`src/rtl/arb_pkg.sv`:
```
// ==========================================================================
// arb_pkg : shared types, default sizes and helpers for mem_port_arbiter
// Rev 1.0
// ==========================================================================
`timescale 1ns/1ps
`default_nettype none

package arb_pkg;

    localparam int DEF_NUM_REQ = 4;
    localparam int DEF_ADDR_W  = 8;
    localparam int DEF_DATA_W  = 8;
    localparam int DEF_RD_LAT  = 1;

    typedef enum logic [1:0] {
        IDLE     = 2'd0,
        ISSUE    = 2'd1,
        WAIT     = 2'd2,
        COMPLETE = 2'd3
    } arb_state_e;

    function automatic int unsigned onehot_to_idx(input logic [31:0] oh);
        int unsigned idx;
        idx = 0;
        for (int unsigned i = 0; i < 32; i++) begin
            if (oh[i]) begin
                idx = i;
            end
        end
        return idx;
    endfunction

endpackage

`default_nettype wire

```
`src/rtl/mem_port_arbiter_rr_picker.sv`:
```
// ==========================================================================
// rr_picker : combinational round-robin select, starting after the last grant
// Rev 1.0
// ==========================================================================
`timescale 1ns/1ps
`default_nettype none

module rr_picker
    import arb_pkg::*;
#(
    parameter int NUM_REQ = DEF_NUM_REQ,
    parameter int IDX_W   = (NUM_REQ > 1) ? $clog2(NUM_REQ) : 1
) (
    input  logic [NUM_REQ-1:0] req_i,
    input  logic [IDX_W-1:0]   last_i,
    output logic [NUM_REQ-1:0] gnt_next_o,
    output logic [IDX_W-1:0]   winner_o,
    output logic               any_req_o
);

    logic [IDX_W-1:0] idx;

    // Scan last+1 .. last+NUM_REQ with wrap; the last one served is checked last.
    always_comb begin
        gnt_next_o = '0;
        idx        = '0;
        for (int k = 1; k <= NUM_REQ; k++) begin
            idx = IDX_W'((int'(last_i) + k) % NUM_REQ);
            if ((gnt_next_o == '0) && req_i[idx]) begin
                gnt_next_o[idx] = 1'b1;
            end
        end
    end

    assign winner_o  = IDX_W'(onehot_to_idx(32'(gnt_next_o)));
    assign any_req_o = |req_i;

endmodule

`default_nettype wire

```
`src/rtl/mem_port_arbiter.sv`:
```
// ==========================================================================
// mem_port_arbiter : round-robin arbiter sequencing one memory access at a time
// Rev 1.0
// ==========================================================================
`timescale 1ns/1ps
`default_nettype none

module mem_port_arbiter
    import arb_pkg::*;
#(
    parameter int NUM_REQ = DEF_NUM_REQ,
    parameter int ADDR_W  = DEF_ADDR_W,
    parameter int DATA_W  = DEF_DATA_W,
    parameter int RD_LAT  = DEF_RD_LAT
) (
    input  logic                      clk_i,
    input  logic                      reset_i,
    input  logic [NUM_REQ-1:0]        req_i,
    input  logic [NUM_REQ-1:0]        we_i,
    input  logic [NUM_REQ*ADDR_W-1:0] addr_i,
    input  logic [NUM_REQ*DATA_W-1:0] wdata_i,
    output logic [NUM_REQ-1:0]        gnt_o,
    output logic [NUM_REQ-1:0]        done_o,
    output logic [DATA_W-1:0]         rdata_o,
    output logic                      busy_o,
    output logic                      mem_en_o,
    output logic                      mem_we_o,
    output logic [ADDR_W-1:0]         mem_addr_o,
    output logic [DATA_W-1:0]         mem_wdata_o,
    input  logic [DATA_W-1:0]         mem_rdata_i
);

    localparam int IDX_W = (NUM_REQ > 1) ? $clog2(NUM_REQ) : 1;
    localparam int CNT_W = (RD_LAT > 2) ? $clog2(RD_LAT) : 1;

    arb_state_e          state_q;
    logic [IDX_W-1:0]    last_q;
    logic [NUM_REQ-1:0]  gnt_q;
    logic [NUM_REQ-1:0]  done_q;
    logic [DATA_W-1:0]   rdata_q;
    logic                mem_en_q;
    logic                mem_we_q;
    logic [ADDR_W-1:0]   mem_addr_q;
    logic [DATA_W-1:0]   mem_wdata_q;
    logic                cmd_we_q;
    logic [CNT_W-1:0]    cnt_q;

    logic [NUM_REQ-1:0]  pick_gnt;
    logic [IDX_W-1:0]    pick_idx;
    logic                pick_any;
    logic                sel_we;
    logic [ADDR_W-1:0]   sel_addr;
    logic [DATA_W-1:0]   sel_wdata;

    rr_picker #(
        .NUM_REQ (NUM_REQ),
        .IDX_W   (IDX_W)
    ) u_picker (
        .req_i      (req_i),
        .last_i     (last_q),
        .gnt_next_o (pick_gnt),
        .winner_o   (pick_idx),
        .any_req_o  (pick_any)
    );

    assign sel_we    = we_i[pick_idx];
    assign sel_addr  = addr_i[pick_idx*ADDR_W +: ADDR_W];
    assign sel_wdata = wdata_i[pick_idx*DATA_W +: DATA_W];

    // The memory drives valid read data during COMPLETE; forward it while done
    // is high and keep the captured copy afterwards.
    assign rdata_o     = ((state_q == COMPLETE) && !cmd_we_q) ? mem_rdata_i : rdata_q;
    assign busy_o      = (state_q != IDLE);
    assign gnt_o       = gnt_q;
    assign done_o      = done_q;
    assign mem_en_o    = mem_en_q;
    assign mem_we_o    = mem_we_q;
    assign mem_addr_o  = mem_addr_q;
    assign mem_wdata_o = mem_wdata_q;

    always_ff @(posedge clk_i) begin
        if (reset_i) begin
            state_q     <= IDLE;
            last_q      <= IDX_W'(NUM_REQ - 1);
            gnt_q       <= '0;
            done_q      <= '0;
            rdata_q     <= '0;
            mem_en_q    <= 1'b0;
            mem_we_q    <= 1'b0;
            mem_addr_q  <= '0;
            mem_wdata_q <= '0;
            cmd_we_q    <= 1'b0;
            cnt_q       <= '0;
        end else begin
            case (state_q)
                IDLE: begin
                    if (pick_any) begin
                        gnt_q       <= pick_gnt;
                        last_q      <= pick_idx;
                        cmd_we_q    <= sel_we;
                        mem_en_q    <= 1'b1;
                        mem_we_q    <= sel_we;
                        mem_addr_q  <= sel_addr;
                        mem_wdata_q <= sel_wdata;
                        state_q     <= ISSUE;
                    end
                end
                ISSUE: begin
                    mem_en_q    <= 1'b0;
                    mem_we_q    <= 1'b0;
                    mem_addr_q  <= '0;
                    mem_wdata_q <= '0;
                    if (!cmd_we_q && (RD_LAT > 1)) begin
                        cnt_q   <= CNT_W'(RD_LAT - 2);
                        state_q <= WAIT;
                    end else begin
                        done_q  <= gnt_q;
                        state_q <= COMPLETE;
                    end
                end
                WAIT: begin
                    if (cnt_q == '0) begin
                        done_q  <= gnt_q;
                        state_q <= COMPLETE;
                    end else begin
                        cnt_q <= cnt_q - 1'b1;
                    end
                end
                COMPLETE: begin
                    done_q  <= '0;
                    gnt_q   <= '0;
                    if (!cmd_we_q) begin
                        rdata_q <= mem_rdata_i;
                    end
                    state_q <= IDLE;
                end
                default: state_q <= IDLE;
            endcase
        end
    end

endmodule

`default_nettype wire

```
`config.mk`:
```
export PLATFORM = sky130hd
export DESIGN_NAME = mem_port_arbiter
export DESIGN_NICKNAME = d
export VERILOG_FILES = /design/src/rtl/arb_pkg.sv /design/src/rtl/mem_port_arbiter_rr_picker.sv /design/src/rtl/mem_port_arbiter.sv
export SDC_FILE = /design/constraint.sdc
export NUM_CORES = 1
export LEC_CHECK = 0
export ABC_AREA = 1
export BUFFER_PORTS_ARGS = -buffer_cell sky130_fd_sc_hd__buf_2
export CORE_MARGIN = 1
export CORE_UTILIZATION = 44
export CTS_CLUSTER_SIZE = 8
export DETAILED_ROUTE_END_ITERATION = 10
export PLACE_DENSITY = 0.76
export SLEW_MARGIN = 15
export SYNTH_ARGS = -nofsm -noshare
export SYNTH_HDL_FRONTEND = slang
export SYNTH_HIERARCHICAL = 1
export SYNTH_SLANG_ARGS = --single-unit
```
`constraint.sdc`:
```
create_clock -name clk_i -period 3.2 [get_ports clk_i]
set_clock_uncertainty 0.1 [all_clocks]
set_input_delay 0.64 -clock clk_i [delete_from_list [all_inputs] [get_ports clk_i]]
set_output_delay 0.64 -clock clk_i [all_outputs]
set_load 0.02 [all_outputs]
```
==> run metrics <==
clk sink count 39; # resized after CTS 0; register area share after synthesis 26.8%; leading area contributor after synthesis dfxtp_1; Tmin final 2.95 ns; Worst setup SP type flip-flop; CTS clk-pin slew, worst paths 0.07 ns; number of global-route vias before repair 2936; yosys warns 6; Final TNS setup 0 ns; Post-route DRC 0; clock buffer depth 2; crit path DAT 3.00 ns; Routed Antenna Nets 0; most frequent cell after synthesis nand2_1; final hold vios 0; Core ar. 6390 sq um; Pleak 0.00220 uW; Syn Area/Cell 6.07 sq um; critical path endpoint category flip-flop; DR vias 3206; Synth area leaders dfxtp_1 27%, nand2_1 21%, inv_1 12%; vias per cell 4.78; Starting Density 45.6%; EDFF count, synth 0; WL/cell 11.0 um; Max Clk Rate 339 MHz; die width 83.4 um; Post-synth ARST share 0%; Die Y 83.4 um; syn nets 575; worst hold start mem_addr_o[7]; Final nets 688; Iter 0 DRT Violations 121; commonest cells in the netlist 161 x nand2_1, 96 x inv_1, 49 x nand3_1; RR Startpoint last_q[0]; die area 6950 sq um; CP required 3.25 ns; layout cells sized above 1 30.1%; diode count 0; CTS Root Cell clkbuf_8; Layout area overhead 25.2%; final WL 7.36 mm; post-layout util 57.1%; Worst-Skew Late Latency 0.29 ns; FF+latch count, synth 39; Tot Pwr 4490 uW; Rel. slew slack 42.2%; first-pass GRT wire length 12.5 mm; Max VDD drop 0.925 mV; port bufs 116; post-synth cell types 28; num ports 117; Post-synth top flop dfxtp_1; total CTS buffers 5; CTS HTree Levels 2; Remaining Overflow, GRT 0; outcome complete, no violations; Post-Syn Area 2910 sq um; Rows 29; RSZ-0062 raised after global routing false; Hold Path Class flip-flop to flip-flop; drt pass-1 iters 4; Total Routing Usage GR 21.6%; Final Cycle Share 92.3%; pwr dens 1230 nW/um^2; Final Max Slew Viols 0; largest net degree at the start of global routing 35; CP Class flip-flop to flip-flop; final setup violation count 0; worst-margin pin slew 0.866 ns; antenna violations before repair 0; RePlAce Congestion 0.840; Post-Syn Instances 480; Hold-fix buffers, CTS 0; proportion of netlist area held by the largest area contributor 26.8%; dpl hpwl 5.79 mm; Post CTS Setup Buffer Count 0; crit-path max FO 34; Critical Path Source last_q[0]; CTS tree done; max_cap viols 0
-- where the power goes --
group	internal (uW)	switching (uW)
Sequential	646	96.1
Clock	153	164
Combinational	1220	2220
Total	2020	2480
-- worst max-delay path, stage by stage (launching register included) --
cell and delay (ns):
dfxtp_1 0.34, inv_2 0.06, buf_4 0.16, ha_1 0.24
o31ai_4 0.25, nand3_2 0.12, nand3_1 0.12, inv_1 0.07
nand3_2 0.09, nand3_1 0.12, nor2_4 0.14, nand3_1 0.08
nand2_1 0.09, nand2_1 0.06, nand2_1 0.11, buf_6 0.26
nand2_1 0.09, nand3_1 0.12, nand2_1 0.07, nand2_1 0.05
a21oi_1 0.06
-- cell type report --
cell class | count | area (sq um)
Inverter | 109 | 414
Tap cell | 77 | 96.3
Clock inverter | 1 | 5.00
Multi-Input combinational cell | 315 | 1630
Sequential cell | 39 | 781
Clock buffer | 7 | 76.3
Fill cell | 643 | 2740
Timing Repair Buffer | 123 | 649
-- state kept, by name (all words and copies together) (netlist names) --
| signal | count |
|---|---|
| state_q | 2 |
| mem_we_o | 1 |
| cmd_we_q | 1 |
| mem_en_o | 1 |
| gnt_o | 4 |
| done_o | 4 |
| rdata_q | 8 |
| mem_addr_o | 8 |
| last_q | 2 |
| mem_wdata_o | 8 |
-- logic make-up (layout without fill, tap and decap cells) --
family                   after synthesis  in the layout  share of synthesized area [%]
AO/OA/AOI/OAI                         52             52                           11.8
buffers and inverters                126            240                           17.9
adder cells (fa/ha/maj)               13             13                           5.58
flip-flops                            39             39                           26.8
AND/OR/NAND/NOR                      250            250                           38.0
-- cell usage in the layout, fill, tap and decap left out, drive strengths merged --
cell type  netlist  final
a21oi           31     31
a31o             1      1
a31oi            1      1
buf             13    123
clkbuf           4      7
clkinv           1      3
dfxtp           39     39
ha              13     13
inv            108    107
nand2          173    173
nand3           54     54
nor2            22     22
o211ai           2      2
o21ai           16     16
o31ai            1      1
or2              1      1
-- through the flow --
stage | hold slack, ns | setup WS, ns | std cells | instance area (sq um)
2_1_floorplan | 0.393 | 0.194 | 480 | 2910
3_3_place_gp | 0.348 | 0.146 | 663 | 3540
3_5_place_dp | 0.353 | 0.0419 | 663 | 3540
4_1_cts | 0.364 | 0.0247 | 671 | 3620
5_1_grt | 0.388 | 0.0156 | 671 | 3650
6_report | 0.363 | 0.247 | 671 | 3650
-- layer usage --
| layer | vias up | wire length [um] | global-route usage, % |
|---|---|---|---|
| li1 | 1661 | - | - |
| met1 | 1428 | 3130 | 25.1 |
| met2 | 100 | 3710 | 39.5 |
| met3 | 17 | 332 | 3.58 |
| met4 | 0 | 187 | 7.68 |
| met5 | - | 0 | 0 |
-- final timing paths --
check	endpoint	slack, ns	cells after the start
setup / recovery	mem_wdata_o[5]	0.25	20
hold / removal	mem_addr_o[7]	0.36	2
setup reg to reg	mem_wdata_o[5]	0.25	20
hold reg to reg	mem_addr_o[7]	0.36	2
Power figures use the tool's default switching activity.
